--- src/rtl/msk_seed_ser.sv ---
// Seed serializer for the masked NLFSR: takes one 56-bit seed word and streams it LSB-first.
// Optional inter-bit idle gap (i_gap port, GAP state) is enabled by defining MSK_SEED_SER_GAP_EN.
module msk_seed_ser (
    input  logic        clk,
    input  logic        rst_n,
    input  logic [55:0] i_wdata,
    input  logic        i_valid,
    output logic        o_ready,
    input  logic        i_abort,
`ifdef MSK_SEED_SER_GAP_EN
    input  logic [3:0]  i_gap,
`endif
    output logic        o_ser_in_valid,
    output logic        o_ser_in,
    output logic        o_halt,
    output logic        o_done,
    output logic [5:0]  o_bit_cnt
);

`ifdef MSK_SEED_SER_GAP_EN
    typedef enum logic [1:0] {ST_IDLE, ST_SHIFT, ST_GAP, ST_DONE} state_t;
`else
    typedef enum logic [1:0] {ST_IDLE, ST_SHIFT, ST_DONE} state_t;
`endif

    state_t      state_q, state_d;
    logic [55:0] sr_q, sr_d;
    logic [5:0]  cnt_q, cnt_d;
    logic        strobe;
`ifdef MSK_SEED_SER_GAP_EN
    logic [3:0]  gap_q, gap_d;
    logic [3:0]  gap_cnt_q, gap_cnt_d;
`endif

    // NOTE: the shift register is a plain flop vector, so it takes the async reset with the
    // rest of the state; a word interrupted by reset must not leak into the next one.
    always_ff @(posedge clk or negedge rst_n) begin
        if (!rst_n) begin
            state_q   <= ST_IDLE;
            sr_q      <= '0;
            cnt_q     <= '0;
`ifdef MSK_SEED_SER_GAP_EN
            gap_q     <= '0;
            gap_cnt_q <= '0;
`endif
        end else begin
            // NOTE: non-blocking so every register samples the pre-edge values of the others.
            state_q   <= state_d;
            sr_q      <= sr_d;
            cnt_q     <= cnt_d;
`ifdef MSK_SEED_SER_GAP_EN
            gap_q     <= gap_d;
            gap_cnt_q <= gap_cnt_d;
`endif
        end
    end

    always_comb begin
        // NOTE: hold-value defaults first, so no path through the case leaves a latch behind.
        state_d   = state_q;
        sr_d      = sr_q;
        cnt_d     = cnt_q;
        strobe    = 1'b0;
`ifdef MSK_SEED_SER_GAP_EN
        gap_d     = gap_q;
        gap_cnt_d = gap_cnt_q;
`endif
        case (state_q)
            ST_IDLE: begin
                if (i_valid) begin
                    sr_d    = i_wdata;
                    cnt_d   = '0;
                    state_d = ST_SHIFT;
`ifdef MSK_SEED_SER_GAP_EN
                    gap_d   = i_gap;
`endif
                end
            end
            ST_SHIFT: begin
                if (i_abort) begin
                    state_d = ST_IDLE;
                    sr_d    = '0;
                    cnt_d   = '0;
                end else begin
                    strobe = 1'b1;
                    sr_d   = sr_q >> 1;
                    cnt_d  = cnt_q + 6'd1;
                    // No gap after the final bit: go straight to DONE.
                    if (cnt_q == 6'd55) begin
                        state_d = ST_DONE;
`ifdef MSK_SEED_SER_GAP_EN
                    end else if (gap_q != 4'd0) begin
                        state_d   = ST_GAP;
                        gap_cnt_d = gap_q;
`endif
                    end else begin
                        state_d = ST_SHIFT;
                    end
                end
            end
`ifdef MSK_SEED_SER_GAP_EN
            ST_GAP: begin
                if (i_abort) begin
                    state_d = ST_IDLE;
                    sr_d    = '0;
                    cnt_d   = '0;
                end else if (gap_cnt_q == 4'd1) begin
                    state_d = ST_SHIFT;
                end else begin
                    gap_cnt_d = gap_cnt_q - 4'd1;
                end
            end
`endif
            ST_DONE: state_d = ST_IDLE;
            default: state_d = ST_IDLE;
        endcase
    end

    assign o_ready        = (state_q == ST_IDLE);
    assign o_halt         = (state_q != ST_IDLE);
    assign o_done         = (state_q == ST_DONE);
    assign o_ser_in_valid = strobe;
    assign o_ser_in       = strobe & sr_q[0];
    assign o_bit_cnt      = cnt_q;

endmodule

--- config.mk ---
export PLATFORM = sky130hd
export DESIGN_NAME = msk_seed_ser
export DESIGN_NICKNAME = d
export VERILOG_FILES = /design/src/rtl/msk_seed_ser.sv
export SDC_FILE = /design/constraint.sdc
export NUM_CORES = 1
export LEC_CHECK = 0
export BUFFER_PORTS_ARGS = -buffer_cell sky130_fd_sc_hd__buf_4
export CORE_UTILIZATION = 53
export DETAILED_ROUTE_END_ITERATION = 10
export PLACE_DENSITY = 0.9
export SETUP_SLACK_MARGIN = 0.15
export SYNTH_ARGS = -nofsm -noshare
export SYNTH_HDL_FRONTEND = slang
export SYNTH_SLANG_ARGS = --single-unit
--- constraint.sdc ---
create_clock -name clk -period 1.62 [get_ports clk]
set_input_delay 0.162 -clock clk [delete_from_list [all_inputs] [get_ports clk]]
set_output_delay 0.162 -clock clk [all_outputs]
set_load 0.05 [all_outputs]
After elaboration in Yosys (flattened, before gate mapping)
Cells that the tools add are included.

word-level totals
  logic and storage cells = 25
  register bits = 64
  input bits = 60

operators by class
  reduce and logical (&&, ||, !) cells = 4
  $add $sub $neg = 1
  bitwise operators = 1
  mux-type cells = 12
  equality and inequality tests = 4

operator list
  cell                   number
  $pmux W56 S2           1
  $mux W56               1
  $mux W55               1
  $mux W6                2
  $pmux W6 S2            1
  $add A6 B1 Y6 const B  1
  $eq A6 B6 Y1 const B   1
  $mux W2                3
  $pmux W2 S2            1
  $reduce_bool A2 Y1     2
  $eq A2 B1 Y1 const B   1
  $eq A2 B2 Y1 const B   1
  $logic_not A2 Y1       1
  $mux W1                2
  $ne A2 B2 Y1 const B   1
  $reduce_and A2 Y1      1
  $and A1 B1 Y1          1

Depth between registers and ports, before layout
  word-level depth = 4
  mapped depth = 6
  mapped depth without buffers = 4

Worst setup path after synthesis
Ideal clock, no wire load.

  path type = register -> output
  from = register state_q[1]
  to = output port o_ser_in
  cell stages (with the launch flop) = 6
  slack = -0.332 ns
  required time = 1.458 ns
  arrival time = 1.790 ns
  path through = dfrtp_1 or3b_1 clkbuf_2 inv_2 buf_2 and2_1

between the ends
  longest elaborated chain between the ends = 3

ends and longest elaborated chain
  element                   line  source
  start: declaration        26    state_t state_q, state_d;
  start signal: assignment  48    state_q <= state_d;
  $eq A2 B1 Y1              68    case (state_q)
  $mux W1                   68
  named net o_ser_in_valid  13    output logic o_ser_in_valid,
  $and A1 B1 Y1             123   assign o_ser_in = strobe & sr_q[0];
  end: declaration          14    output logic o_ser_in,

The timed path passes the listed nets, and every way through them passes these cells.

Final worst setup path
  from = register state_q[1]
  to = output port o_ser_in

between the ends
  longest elaborated chain between the ends = 3

ends and longest elaborated chain
  element        line
  $eq A2 B1 Y1   68
  $mux W1        68
  $and A1 B1 Y1  123

No other way between the ends.

==> metrics.md <==
| Metric | Value |
|---|---|
| Clk Latency, worst-skew pair | `350 ps` |
| Critical Path Slowest Stage Cell | `dfrtp_1` |
| Type of the tightest min-delay check | `input port to flop` |
| Htree depth | `3` |
| Final WL | `8.766 mm` |
| Max Cap Viol | `0` |
| Final worst slack | `-43.31 ps` |
| HPWL Detailed | `4.439 mm` |
| Post-place instance area | `3571 µm²` |
| Number of global-route vias before repair | `2695` |
| Footprint of the multi-input gates | `1405 µm²` |
| # diodes | `0` |
| Initial antenna violation count | `0` |
| Num CTS Buffers | `9` |
| FF-to-FF path depth | `8` |
| Vias | `2770` |
| Max-slew violations | `0` |
| Area leader, netlist | `dfrtp_1` |
| Crit end category | `output pin` |
| Warnings from Yosys | `0` |
| Tmin final | `1663 ps` |
| Largest net degree at the start of global routing | `45` |
| Actual slew at the worst max-slew pin | `388.2 ps` |
| First DRT Iteration DRCs | `213` |
| Worst hold slack | `23.23 ps` |
| Synthesized area per cell | `9.482 µm²` |
| Die Y | `75.99 µm` |
| CP cell instances | `or3b_4 -> inv_4 -> and2_4 -> buf_8` |
| Max Fclk | `601.2 MHz` |
| Routability cong. | `0.8346` |
| Slowest stage delay, CP | `400 ps` |
| Clk_skew | `10.35 ps` |
| Cell Pwr Density | `1037 nW/µm²` |
| Top cell type's share of synthesized area | `55.20%` |
| Worst-path clk slew | `70 ps` |
| Final setup violation count | `2` |
| Syn Inst Count | `306` |
| Full die area | `5774 µm²` |
| Antenna viol nets, final | `0` |
| Fillers | `298` |
| Hold path startpoint | `i_wdata[50]` |
| Max_slew headroom | `74.12%` |
| Final period util | `102.7%` |
| Sink Count | `64` |
| FF-to-FF End | `sr_q[1]` |
| Status | `finished, violations left` |
| Die W | `75.99 µm` |
| Critical path type | `flop to output pin` |
| First-pass GRT wire length | `13.17 mm` |
| Mapped Nets | `367` |
| Mapped cell area | `2902 µm²` |
| Initial core utilization | `55.75%` |
| CTS max path bufs | `2` |
| Drt first pass iters | `5` |
| Layout cells sized above 1 | `40.91%` |
| Worst Hold End | `sr_q[50]` |
| Layout Nets | `452` |
| FF+latch count, synth | `64` |
| Lkg Pwr | `2.018 nW` |
| Site Rows | `26` |
| RSZ-0062 raised after global routing | `yes` |
| CTS tree | `built` |
| Layout area overhead | `47.74%` |
| # IOs | `71` |
| Number of I/O port buffers | `70` |
| Total Power | `4.444 mW` |
| Tot GR Track Use | `29.81%` |
| Register area | `1603 µm²` |
| Unique masters post-synth | `29` |
| Drt wl/cell | `18.81 µm` |
| Hold depth | `3` |
| Final Hold Vio Count | `0` |
| R2r setup slk | `0 ps` |
| Critical Path AT | `1500 ps` |
| DRC viols | `0` |
| Core area | `5205 µm²` |
| Vias/cell | `5.944` |
| Ranking of synthesized cells by area | `dfrtp_1 (55%), nand2_1 (13%), a22oi_1 (9.8%)` |
| Sequential cell area fraction in the yosys report | `55.20%` |
| Critical-path maximum fanout | `3` |
| Worst r2r src | `state_q[0]` |
| Critical Path Source Type | `flop` |
| Worst vdd ir | `0.9318 mV` |
| Final Cell Area | `4287 µm²` |
| Grt ovf | `0` |
| Failing checks | `setup timing` |
| CTS root buffer | `clkbuf_8` |
| CP required | `1460 ps` |
## worst max path at each step
stage	startpoint	slack (ps)	cells past startpoint	end
2_1_floorplan	state_q[1]	50	3	o_halt
3_3_place_gp	state_q[1]	180	3	o_bit_cnt[5]
3_5_place_dp	state_q[1]	140	3	o_bit_cnt[5]
4_1_cts	state_q[1]	-40	4	o_ser_in
5_1_grt	state_q[1]	-60	4	o_ser_in
6_report	state_q[1]	-40	4	o_ser_in
## critical path, delay by kind of cell (launching register included)
family / cells / cell delay, ps
buf+inv: 2 / 220
flops: 1 / 400
simple gates: 2 / 540
## power breakdown
part           leakage (nW)  internal, mW  switching [mW]
clock network        0.0992         0.674           0.617
registers             0.826          1.84           0.184
logic                  1.09         0.553           0.572
## per-layer routing
| layer | vias up | wire, µm | global-route usage [%] |
|---|---|---|---|
| li1 | 1250 | - | - |
| met1 | 1352 | 3459 | 35.23 |
| met2 | 130 | 4479 | 51.82 |
| met3 | 38 | 481 | 7.066 |
| met4 | 0 | 346 | 13.27 |
| met5 | - | 0 | 0 |
## sequential cells by signal (all words and copies together), names as in the netlist
name	cells
sr_q	56
state_q	2
o_bit_cnt	6
## through the flow
step | TNS [ps] | worst slack, ps | utilization [%] | cells
6_report | -46.17 | -43.31 | 82.36 | 466
2_1_floorplan | 0 | 48.20 | - | 306
4_1_cts | -37.97 | -37.97 | 78.56 | 462
3_5_place_dp | 0 | 138.7 | 68.61 | 433
5_1_grt | -209.3 | -62.97 | 82.36 | 466
3_3_place_gp | 0 | 179.5 | 68.61 | 433
## layout make-up
class                           instances  area share [%]
Sequential cell                        64           37.39
Multi-Input combinational cell        214           32.78
Timing Repair Buffer                   98           23.09
Clock buffer                           13           3.940
Tap cell                               70           2.043
Inverter                                4          0.4086
Clock inverter                          3          0.3503
## cells in the mapped netlist, drive strengths merged
library cell  number
nor2b              1
mux2i              1
dfrtp             64
a21o               1
a22oi             38
ha                 1
o21ai             20
nor3b              1
and4bb             5
o211ai             1
o21bai             1
and2               1
nor2               2
clkbuf            18
a22o               2
nand2             98
or4                1
a21oi             19
xor2               1
inv                4
nor4bb            12
nand3              3
buf                6
or3                1
nand2b             2
nand4              1
or3b               1
## cell families (layout without fill, tap and decap cells)
group,Yosys count,after routing,share of synthesized area (%)
buf+inv,28,118,3.924
compound gates,82,82,17.94
flops,64,64,55.20
xor+xnor,1,1,0.3019
simple gates,129,129,21.86
fa+ha+maj,1,1,0.4312
mux,1,1,0.3450
## repair_timing
item	CTS	global route
pin swaps	38	32
hold buffers	1	0
cloned	3	3
setup buffers	9	1
hold endpoints to repair	28	0
resized for setup	41	24
endpoints found under the setup margin	25	48
## cell usage in the layout (no fill, tap or decap), drive strengths merged, types with 2 or more instances in the layout
cell type / instances
buf: 94
a22oi: 38
nand3: 3
nor2: 2
and4bb: 5
nand2b: 2
o21ai: 20
inv: 4
nor4bb: 12
a21oi: 19
clkinv: 3
clkbuf: 16
a22o: 2
dfrtp: 64
nand2: 98
(Power assumes the default switching activity.)
